==> src/rtl/generador_estimulos_pkg.sv <==
// Shared definitions for the shift-register comparison bench: FSM states, MODO codes, LFSR polynomial.
// No logic; lfsr_step is the single-step Galois update used by the generator.
// MODO codes are shared with the shift-register modules under test.
package generador_estimulos_pkg;

    typedef enum logic [2:0] {
        IDLE  = 3'd0,
        LOAD  = 3'd1,
        SHL   = 3'd2,
        SHR   = 3'd3,
        HOLD  = 3'd4,
        DRAIN = 3'd5,
        DONE  = 3'd6
    } estado_t;

    localparam logic [1:0] MODO_HOLD = 2'b00;
    localparam logic [1:0] MODO_SHL  = 2'b01;
    localparam logic [1:0] MODO_SHR  = 2'b10;
    localparam logic [1:0] MODO_LOAD = 2'b11;

    localparam logic [31:0] LFSR_MASK = 32'h80200003;

    // Right-shifting Galois form of x^32+x^22+x^2+x+1.
    function automatic logic [31:0] lfsr_step(input logic [31:0] s);
        return (s >> 1) ^ (s[0] ? LFSR_MASK : 32'h0);
    endfunction

endpackage

==> src/rtl/generador_estimulos_lfsr32.sv <==
// 32-bit Galois LFSR holding the parallel-load data sequence; reloadable to SEED.
// Latency: new value visible the cycle after en/ld_seed.
// Backpressure: none; ld_seed has priority over en.
module generador_estimulos_lfsr32
    import generador_estimulos_pkg::*;
#(
    parameter logic [31:0] SEED = 32'hACE12468
) (
    input  logic        clk,
    input  logic        rst,
    input  logic        en,
    input  logic        ld_seed,
    output logic [31:0] estado
);

    logic [31:0] lfsr_q;
    logic [31:0] lfsr_d;

    always_comb begin
        lfsr_d = lfsr_q;
        if (ld_seed) begin
            lfsr_d = SEED;
        end else if (en) begin
            lfsr_d = lfsr_step(lfsr_q);
        end
    end

    always_ff @(posedge clk) begin
        if (rst) begin
            lfsr_q <= SEED;
        end else begin
            lfsr_q <= lfsr_d;
        end
    end

    assign estado = lfsr_q;

endmodule

==> src/rtl/generador_estimulos.sv <==
// Stimulus generator / ALERTA tally for the shift-register bench; PARADA_EN_ERROR_EN stops at first mismatch.
// Latency: all outputs registered with the state; ALERTA is scored CHK_DLY cycles after its stimulus.
// Backpressure: none; START is ignored while a run is in progress.
module generador_estimulos
    import generador_estimulos_pkg::*;
#(
    parameter int          N_VECT  = 8,
    parameter int          N_SHIFT = 4,
    parameter logic [31:0] SEED    = 32'hACE12468,
    parameter int          CHK_DLY = 1,
    parameter int          ERR_W   = 8
) (
    input  logic             CLK,
    input  logic             RESET,
    input  logic             START,
    input  logic             ALERTA,
    output logic [1:0]       MODO,
    output logic [31:0]      D,
    output logic             S_IN,
    output logic             OCUPADO,
    output logic             FIN,
    output logic [ERR_W-1:0] ERRORES,
    output logic [7:0]       VEC_ACT
);

    estado_t              estado_q, estado_d;
    logic [4:0]           cnt_q, cnt_d;
    logic [7:0]           vec_q, vec_d;
    logic [ERR_W-1:0]     err_q, err_d;
    logic [1:0]           modo_q, modo_d;
    logic [31:0]          dat_q, dat_d;
    logic                 s_in_q, s_in_d;
    logic                 ocupado_q, ocupado_d;
    logic                 fin_q, fin_d;
    logic [CHK_DLY-1:0]   vld_pipe_q, vld_pipe_d;

    logic [31:0] lfsr;
    logic [31:0] lfsr_vista;
    logic        lfsr_en;
    logic        lfsr_ld;
    logic        vld_ahora;
    logic        acierto;

    generador_estimulos_lfsr32 #(.SEED(SEED)) u_lfsr32 (
        .clk     (CLK),
        .rst     (RESET),
        .en      (lfsr_en),
        .ld_seed (lfsr_ld),
        .estado  (lfsr)
    );

    always_comb begin
        estado_d   = estado_q;
        cnt_d      = cnt_q + 5'd1;
        vec_d      = vec_q;
        err_d      = err_q;
        lfsr_en    = 1'b0;
        lfsr_ld    = 1'b0;
        vld_ahora  = estado_q inside {LOAD, SHL, SHR, HOLD};
        acierto    = vld_pipe_q[CHK_DLY-1] && ALERTA;

        if (acierto && (err_q != '1)) begin
            err_d = err_q + ERR_W'(1);
        end

        case (estado_q)
            IDLE, DONE: begin
                if (START) begin
                    estado_d = LOAD;
                    cnt_d    = 5'd0;
                    vec_d    = 8'd0;
                    err_d    = '0;
                    lfsr_ld  = 1'b1;
                end
            end
            LOAD: begin
                estado_d = SHL;
                cnt_d    = 5'd0;
                lfsr_en  = 1'b1;
            end
            SHL: begin
                if (cnt_q == 5'(N_SHIFT - 1)) begin
                    estado_d = SHR;
                    cnt_d    = 5'd0;
                end
            end
            SHR: begin
                if (cnt_q == 5'(N_SHIFT - 1)) begin
                    estado_d = HOLD;
                    cnt_d    = 5'd0;
                end
            end
            HOLD: begin
                if (cnt_q == 5'd1) begin
                    cnt_d = 5'd0;
                    if (vec_q < 8'(N_VECT - 1)) begin
                        estado_d = LOAD;
                        vec_d    = vec_q + 8'd1;
                    end else begin
                        estado_d = DRAIN;
                    end
                end
            end
            DRAIN: begin
                if (cnt_q == 5'(CHK_DLY - 1)) begin
                    estado_d = DONE;
                    cnt_d    = 5'd0;
                end
            end
            default: estado_d = IDLE;
        endcase

`ifdef PARADA_EN_ERROR_EN
        if (acierto) begin
            estado_d = DONE;
            vec_d    = vec_q;
        end
`endif

        // The first SHL cycle already sees the LFSR advanced on leaving LOAD.
        lfsr_vista = (estado_q == LOAD) ? lfsr_step(lfsr) : lfsr;

        case (estado_d)
            LOAD:    modo_d = MODO_LOAD;
            SHL:     modo_d = MODO_SHL;
            SHR:     modo_d = MODO_SHR;
            default: modo_d = MODO_HOLD;
        endcase

        dat_d = dat_q;
        if (estado_d == LOAD) begin
            dat_d = lfsr_ld ? SEED : lfsr;
        end

        s_in_d     = (estado_d inside {SHL, SHR}) ? lfsr_vista[cnt_d] : 1'b0;
        ocupado_d  = estado_d inside {LOAD, SHL, SHR, HOLD, DRAIN};
        fin_d      = (estado_d == DONE);

        vld_pipe_d = (vld_pipe_q << 1) | CHK_DLY'(vld_ahora);
        if (estado_d == DONE) begin
            vld_pipe_d = '0;
        end
    end

    always_ff @(posedge CLK) begin
        if (RESET) begin
            estado_q   <= IDLE;
            cnt_q      <= 5'd0;
            vec_q      <= 8'd0;
            err_q      <= '0;
            modo_q     <= MODO_HOLD;
            dat_q      <= 32'd0;
            s_in_q     <= 1'b0;
            ocupado_q  <= 1'b0;
            fin_q      <= 1'b0;
            vld_pipe_q <= '0;
        end else begin
            estado_q   <= estado_d;
            cnt_q      <= cnt_d;
            vec_q      <= vec_d;
            err_q      <= err_d;
            modo_q     <= modo_d;
            dat_q      <= dat_d;
            s_in_q     <= s_in_d;
            ocupado_q  <= ocupado_d;
            fin_q      <= fin_d;
            vld_pipe_q <= vld_pipe_d;
        end
    end

    assign MODO    = modo_q;
    assign D       = dat_q;
    assign S_IN    = s_in_q;
    assign OCUPADO = ocupado_q;
    assign FIN     = fin_q;
    assign ERRORES = err_q;
    assign VEC_ACT = vec_q;

endmodule

==> config.mk <==
export PLATFORM = sky130hd
export DESIGN_NAME = generador_estimulos
export DESIGN_NICKNAME = d
export VERILOG_FILES = /design/src/rtl/generador_estimulos_pkg.sv /design/src/rtl/generador_estimulos_lfsr32.sv /design/src/rtl/generador_estimulos.sv
export SDC_FILE = /design/constraint.sdc
export NUM_CORES = 1
export LEC_CHECK = 0
export CAP_MARGIN = 25
export CORE_ASPECT_RATIO = 1.2
export CORE_MARGIN = 1.5
export CORE_UTILIZATION = 59
export DETAILED_ROUTE_END_ITERATION = 12
export GPL_ROUTABILITY_DRIVEN = 0
export PLACE_DENSITY_LB_ADDON = 0.12
export RECOVER_POWER = 25
export REMOVE_ABC_BUFFERS = 1
export SLEW_MARGIN = 20
export SYNTH_ARGS = -nofsm -noshare
export SYNTH_HDL_FRONTEND = slang
export SYNTH_HIERARCHICAL = 1
export SYNTH_SLANG_ARGS = --single-unit
==> constraint.sdc <==
create_clock -name CLK -period 6.23 [get_ports CLK]
set_clock_uncertainty 0.1 [all_clocks]
set_input_delay 0.9345 -clock CLK [delete_from_list [all_inputs] [get_ports CLK]]
set_output_delay 0.9345 -clock CLK [all_outputs]
set_load 0.005 [all_outputs]
# ---- After elaboration in Yosys (flattened, before gate mapping)
# Cells that the tools add are included.
dict set report totals {
  input_bits 4
  mem_count 0
  romBits 0
  ramBits 0
  out_inout_bits 53
  wordCells 78
  register_bits 94
  latch_bits 0
}
dict set report op_classes {
  reduce_logical 14
  shifts 0
  bitwise 2
  multipliers 0
  n_eq_ne 18
  n_lt_le_gt_ge 2
  n_div 0
  add_sub_neg 3
  n_mux 28
}
# op n
set op_table {}
lappend op_table {{$mux W32} 3}
lappend op_table {{$mux W8} 6}
lappend op_table {{$xor A31 B32 Y32} 1}
lappend op_table {{$pmux W5 S5} 1}
lappend op_table {{$mux W5} 4}
lappend op_table {{$eq A3 B3 Y1 const B} 6}
lappend op_table {{$mux W3} 6}
lappend op_table {{$pmux W3 S6} 1}
lappend op_table {{$add A8 B1 Y8 const B} 2}
lappend op_table {{$pmux W8 S2} 1}
lappend op_table {{$eq A3 B2 Y1 const B} 4}
lappend op_table {{$reduce_or A2 Y1} 5}
lappend op_table {{$lt A8 B3 Y1 const B} 1}
lappend op_table {{$ne A8 B8 Y1 const B} 1}
lappend op_table {{$eq A3 B1 Y1 const B} 2}
lappend op_table {{$lt A5 B6 Y1 const B} 1}
lappend op_table {{$pmux W2 S3} 1}
lappend op_table {{$add A5 B1 Y5 const B} 1}
lappend op_table {{$bmux W1 S5} 1}
lappend op_table {{$eq A5 B1 Y1 const B} 1}
lappend op_table {{$eq A5 B2 Y1 const B} 1}
lappend op_table {{$logic_not A5 Y1} 1}
lappend op_table {{$reduce_bool A5 Y1} 1}
lappend op_table {{$mux W1} 4}
lappend op_table {{other kinds (8)} 11}

# ---- Logic depth before layout (Yosys ltp)
# Gate-level depths: netlist of run 1.
dict set report depth {
  depth_word 8
  mapped_depth 11
  depth_no_buf 9
}

# ---- Modules after synthesis
# Netlist of run 1, hierarchy kept.
# mod seq_area_each_um2 instances cells_per_inst area_per_inst_um2
set by_module_without_submodules {}
lappend by_module_without_submodules {generador_estimulos 1241.2 1 395 3264.4}
lappend by_module_without_submodules {generador_estimulos_lfsr32 640.6 1 108 1186.1}

# ---- Worst setup path after synthesis of run 1
# Ideal clock, no wire load.
dict set report synth_path {
  path_type {input-to-reg}
  start {in START}
  end {reg s_in_q, in the netlist S_IN}
  required_time_ns 6.000
  path_slack_ns 3.644
  setup_ns 0.130
  t_arrival_ns 2.357
  cell_stages 8
  n_path_buf 1
  path_cell_list {nor4_1 -> a31oi_4 -> and2_1 -> buf_2 -> o21ai_1 -> nand3_1 -> a2111oi_0 -> o22ai_1}
}
dict set report synth_via {
  elab_chain_cells 6
  word_cells_on_any_way 11
  classes_between {2 x eq/ne; 6 x mux; 1 x bitwise; 2 x reduce/logical}
}
# element line
set synth_lines {}
lappend synth_lines {{start, declared} generador_estimulos.sv:15} ;# input logic START,
lappend synth_lines {{parallel branches: the longest is 6 deep, another holds $mux W5} n/a}
lappend synth_lines {{end signal, assigned} generador_estimulos.sv:164} ;# s_in_q <= s_in_d;
lappend synth_lines {{end, declared} generador_estimulos.sv:32} ;# logic s_in_q, s_in_d;
# Several ways; the timed one is not identified. The select of a mux whose other input is x is not followed.
# A chain may end at the register's enable or synchronous reset.

# ---- Worst setup path after layout of run 1
dict set report layout_path {
  start {reg estado_q[1]}
  end {reg s_in_q, in the netlist S_IN}
}
dict set report layout_via {
  elab_chain_cells 7
  word_cells_on_any_way 24
  classes_between {8 x eq/ne; 10 x mux; 1 x bitwise; 5 x reduce/logical}
}
# element line
set layout_lines {}
lappend layout_lines {{start, declared} generador_estimulos.sv:26} ;# estado_t estado_q, estado_d;
lappend layout_lines {{start signal, assigned} generador_estimulos.sv:158} ;# estado_q <= estado_d;
lappend layout_lines {{parallel branches: the longest is 7 deep, another holds $pmux W5 S5} n/a}
# Several ways; the timed one is not identified. The select of a mux whose other input is x is not followed.

==> flow_summary.ini, run 1 <==
[run_status]
status = finished clean

[clock_tree]
post_cts_buffers = 0
clk_pin_slew_ns = 0.09
cts_buffers = 9
worst_skew_pair.late_latency_ns = 0.37
cts_sinks = 94
htreeDepth = 3
cts_root_buffer = clkbuf_8
cts_hold_buffers = 0
cts.path.max_buffers = 2
ctsResizeCount = 0
cts_tree = yes

[yosys]
synth_ff_type = dfxtp_1
synth_fa_ha_area_share_pct = 1.41
synth-warning-count = 6
yosys.area_share.simple_pct = 25.3
synth_compound_area_share_pct = 12.9
synth_area_per_cell_um2 = 8.85
synthesis.area_um2 = 4450
ys_ff_latch = 94
synthMuxAreaShare_pct = 9.70
synth_edf_count = 0
async_flop_share_pct = 0
synth_top_family_by_area = simple AND/OR/NAND/NOR gates
yosysSeqAreaShare_pct = 42.3
ys_types = 64
synthXorXnorAreaFrac_pct = 2.95
synthCells = 503

[placement]
dp_slack_ns = 2.50
dpl_cell_area_um2 = 4930
io_buffers = 56
placed_cells = 619
dp_hpwl_um = 6360

[setup_path]
crit_path_start_kind = flip-flop
critPathMaxFanout = 31
reg2reg_to = S_IN
timing_worst_setup_path_type = flip-flop to flip-flop
r2r_slack_ns = 2.43
reg2reg_from = estado_q[1]
arrival_ns = 3.93
required_ns = 6.36
endpoint_kind = flip-flop
r2r_cells = 9

[sta]
tns_ns = 0
fmax_ghz = 0.263
layout_min_cycle_time_ns = 3.80
tightest_slew_ns = 0.881
finalMaxSlewViolations = 0
finalWorstSetupSlack_ns = 2.43
hold_viol = 0
finalCritPeriodShare_pct = 61.0
finalSetupViolCount = 0
hold_slack_ns = 0.350
rsz0062_at_grt = no
slew_headroom_pct = 41.0

[final_layout]
final_common_cell = dfxtp_1
final_cells = 635
final_util_pct = 70.6
area_growth_pct = 15.4
multiInputGateArea_um2 = 2320
drive_gt1_share_pct = 8.26
final_cell_area_um2 = 5130
layout_common_cells = dfxtp_1, nor2_1, nand2_1
regArea_um2 = 1880
num-fill-cells = 571
diodes = 0
final_nets = 549

[power_and_ir_drop]
vdd_ir_drop_max_mv = 0.163
p_per_area_nw_per_um2 = 268
leakage_nw = 1.92
p_total_mw = 1.38

[floorplanning]
die_h_um = 98.1
num_io_pins = 57
start_util_pct = 61.2
dieArea_um2 = 8080
core_area_um2 = 7270
die_w_um = 82.3
row_count = 34

[routing]
via_count = 3730
vias_per_cell = 5.87
drc_errors = 0
totalWireLength_um = 9630
wl_per_cell_um = 15.2
drt_iter0_markers = 164
dr.pass1.iters = 4
antenna_left = 0

[global_route]
track_usage_pct = 25.3
grt_pass1_wl_um = 15900
grt_max_degree = 47
gr-total-overflow = 0
antenna_found_initial = 0
grt_pass1_vias = 3480

[hold_path]
min_path_cells = 2
hold_path_class = flip-flop to flip-flop
hold_end = D[12]
hp-start = D[12]

[run]
drv_cap = 0
-- layer usage --
metal  vias to the layer above  global-route usage [%]  wire length (um)
met3                        22                    6.36               451
met2                       115                    40.7              4630
met1                      1747                    31.2              4280
met4                         0                    11.6               270
li1                       1846                       -                 -
met5                         -                       0                 0
-- flip-flops by register name (all words and copies together) (netlist names) --
name,cells
VEC_ACT,8
cnt_q,5
ERRORES,8
FIN,1
OCUPADO,1
vld_pipe_q,1
estado_q,3
D,32
S_IN,1
u_lfsr32/estado,32
MODO,2
-- worst max-delay path: stages (launching register included) --
cell,delay [ns]
dfxtp_1,0.76
or3b_1,0.72
clkinv_1,0.73
buf_4,0.49
a21oi_1,0.20
o22ai_1,0.09
a21oi_1,0.16
o211ai_1,0.11
a22oi_1,0.20
o22ai_1,0.09
-- report_power, final --
group,total [mW],switching [mW],internal [mW]
registers,0.672,0.0363,0.636
clock network,0.412,0.213,0.199
logic,0.290,0.168,0.123
total,1.38,0.417,0.958
-- kinds of logic (layout without fill, tap and decap cells) --
group           Yosys count  count (layout)
simple gates            223             223
mux                      40              40
buf+inv                  41              83
flops                    94              94
fa+ha+maj                 5               5
compound gates           85              85
xor+xnor                 15              15
-- cell usage after synthesis (all sizes together) (3+ instances only) --
cell type,n,area [um^2]
mux2i,36,360
a22oi,3,22.5
clkbuf,18,67.6
a211oi,3,22.5
a31oi,10,77.6
and3,5,31.3
or3,3,18.8
buf,17,154
xnor2,10,87.6
nor3,29,210
nand4,6,37.5
o21ai,9,45.0
xor2,5,43.8
nand2b,6,37.5
nor2,62,233
and2,6,37.5
a21oi,34,174
nand3,30,150
inv,5,18.8
dfxtp,94,1880
o22ai,4,25.0
nand2,60,233
ha,5,62.6
-- worst max path at each step --
stage / start / endpoint / slack, ns / cells past startpoint
2_1_floorplan: estado_q[1] / S_IN / 2.96 / 8
3_3_place_gp: estado_q[1] / S_IN / 2.67 / 9
3_5_place_dp: estado_q[1] / S_IN / 2.50 / 9
4_1_cts: estado_q[1] / S_IN / 2.50 / 9
5_1_grt: estado_q[1] / S_IN / 2.08 / 7
6_report: estado_q[1] / S_IN / 2.43 / 9
-- area by class of cell --
cell class | instances | share of cell area [%]
well taps | 90 | 2.19
clock inverters | 4 | 1.07
flip-flops and latches | 94 | 36.6
repair buffers | 61 | 11.5
multi-input cells | 368 | 45.3
clock buffers | 12 | 2.83
inverters | 6 | 0.439
No activity file was read; power rests on OpenSTA's default activity.
==> run 2: changes to the inputs <==
--- a/config.mk
+++ b/config.mk
@@ -8,7 +8,7 @@
 export CAP_MARGIN = 25
 export CORE_ASPECT_RATIO = 1.2
 export CORE_MARGIN = 1.5
-export CORE_UTILIZATION = 59
+export CORE_UTILIZATION = 55
 export DETAILED_ROUTE_END_ITERATION = 12
 export GPL_ROUTABILITY_DRIVEN = 0
 export PLACE_DENSITY_LB_ADDON = 0.12
==> constraint.sdc (replaced) <==
create_clock -name CLK -period 4 [get_ports CLK]
set_clock_uncertainty 0.1 [all_clocks]
set_input_delay 0.6 -clock CLK [delete_from_list [all_inputs] [get_ports CLK]]
set_output_delay 0.6 -clock CLK [all_outputs]
set_load 0.005 [all_outputs]
==> flow_summary.ini, run 2 (synthesis gave the netlist of run 1 again) <==
[run_status]
status = finished, violations left
violations = design-rule violations

[floorplanning]
start_util_pct = 57.4
core_area_um2 = 7750
die_h_um = 102
dieArea_um2 = 8640
num_io_pins = 57
row_count = 35
die_w_um = 85.1

[clock_tree]
cts_sinks = 94
cts.path.max_buffers = 2
cts_hold_buffers = 0
cts_buffers = 9
clk_pin_slew_ns = 0.09
worst_skew_pair.late_latency_ns = 0.36
ctsResizeCount = 0
cts_root_buffer = clkbuf_8
cts_tree = yes
htreeDepth = 3
post_cts_buffers = 0

[setup_path]
cp_cell_sequence = clkinv_1 > ha_1 > inv_1 > nand2_1 > a2bb2oi_1 > a2bb2oi_1 > o211ai_1 > a22oi_1 > o22ai_1
arrival_ns = 3.41
critPathMaxFanout = 16
cpMostUsedCell = a2bb2oi_1
crit_path_start_kind = flip-flop
crit_buf_inv = 2
slowest_stage = dfxtp_1
critPathMaxStageDelay_ns = 0.69
endpoint_kind = flip-flop
critPathTopFamily = compound AO/OA/AOI/OAI gates
timing_worst_setup_path_type = flip-flop to flip-flop
required_ns = 4.15

[power_and_ir_drop]
vdd_ir_drop_max_mv = 0.323
power_frac_clock_pct = 31.3
p_comb_share_pct = 21.1
leakage_nw = 1.96
pwr-share-seq_pct = 47.5
p_total_mw = 2.20
p_int_mw = 1.56
p_sw_mw = 0.643
p_sw_share_pct = 29.2
p_per_area_nw_per_um2 = 423

[routing]
via_count = 3751
drc_errors = 2
totalWireLength_um = 9800
vias_per_cell = 5.84
wl_per_cell_um = 15.3
dr.pass1.iters = 8
drt_iter0_markers = 183
antenna_left = 0

[hold_path]
hold_path_class = flip-flop to flip-flop

[final_layout]
final_common_cell = dfxtp_1
diodes = 0
area_growth_pct = 16.9
final_cell_area_um2 = 5200
drive_gt1_share_pct = 9.45
final_nets = 555
layout_common_cells = dfxtp_1, nor2_1, nand2_1

[sta]
slew_headroom_pct = 41.8
fmax_ghz = 0.306
finalSetupViolCount = 0
finalCritPeriodShare_pct = 81.6
tns_ns = 0
hold_viol = 0
tightest_slew_ns = 0.870
rsz0062_at_grt = no
layout_min_cycle_time_ns = 3.26
finalMaxSlewViolations = 0

[placement]
dpl_cell_area_um2 = 4980
dp_hpwl_um = 6800
io_buffers = 56

[global_route]
track_usage_pct = 23.7
grt_pass1_wl_um = 16500
grt_pass1_vias = 3525
gr-total-overflow = 0
antenna_found_initial = 0
grt_max_degree = 27

[run]
drv_cap = 0
[run 2: changes by cell type in the layout (fill, tap and decap cells not counted)]
cell	before	now
clkinv_2	0	1
bufinv_16	1	2
buf_4	5	11
clkinv_4	1	0
clkbuf_1	2	0
[run 2: final timing paths]
path,endpoint,from,cells after the start,slack (ns)
max,S_IN,cnt_q[0],9,0.74
min,D[28],D[28],2,0.35
max reg2reg,S_IN,cnt_q[0],9,0.74
min reg2reg,D[28],D[28],2,0.35
[run 2: cell type report]
class                           instances  area [um^2]
Timing Repair Buffer                   67          638
Inverter                                6         22.5
Fill cell                             633         2550
Clock buffer                           10          138
Clock inverter                          5         81.3
Sequential cell                        94         1880
Tap cell                               92          115
Multi-Input combinational cell        368         2320
[run 2: metrics by stage]
stage               instances  util (%)  setup slack [ns]  hold slack [ns]
floorplan                 468         -             0.731            0.342
global placement          627      64.3             0.977            0.340
detailed placement        627      64.3             0.835            0.344
CTS                       642      67.1             0.841            0.357
global route              642      67.1             0.581            0.374
finish                    642      67.1             0.736            0.350
[run 2: per-layer routing]
layer	vias up	wire length, um	global-route usage (%)
li1	1859	-	-
met3	19	450	3.75
met5	-	0	0
met4	0	202	9.96
met2	107	4860	40.5
met1	1766	4290	29.6
[run 2: worst register-to-register path, cell delays in order (launching register included)]
cell and delay (ns):
dfxtp_1 0.69, clkinv_1 0.44, ha_1 0.63, inv_1 0.23, nand2_1 0.17, a2bb2oi_1 0.22
a2bb2oi_1 0.23, o211ai_1 0.12, a22oi_1 0.22, o22ai_1 0.09
[run 2: power by group through the flow]
stage                     Clock, mW  Combinational, mW  Sequential (mW)
after floorplan                   0              0.302             1.06
after global placement            0              0.462             1.07
after detailed placement          0              0.472             1.07
after CTS                     0.709              0.475             1.05
after global routing          0.750              0.514             1.06
final                         0.690              0.465             1.05
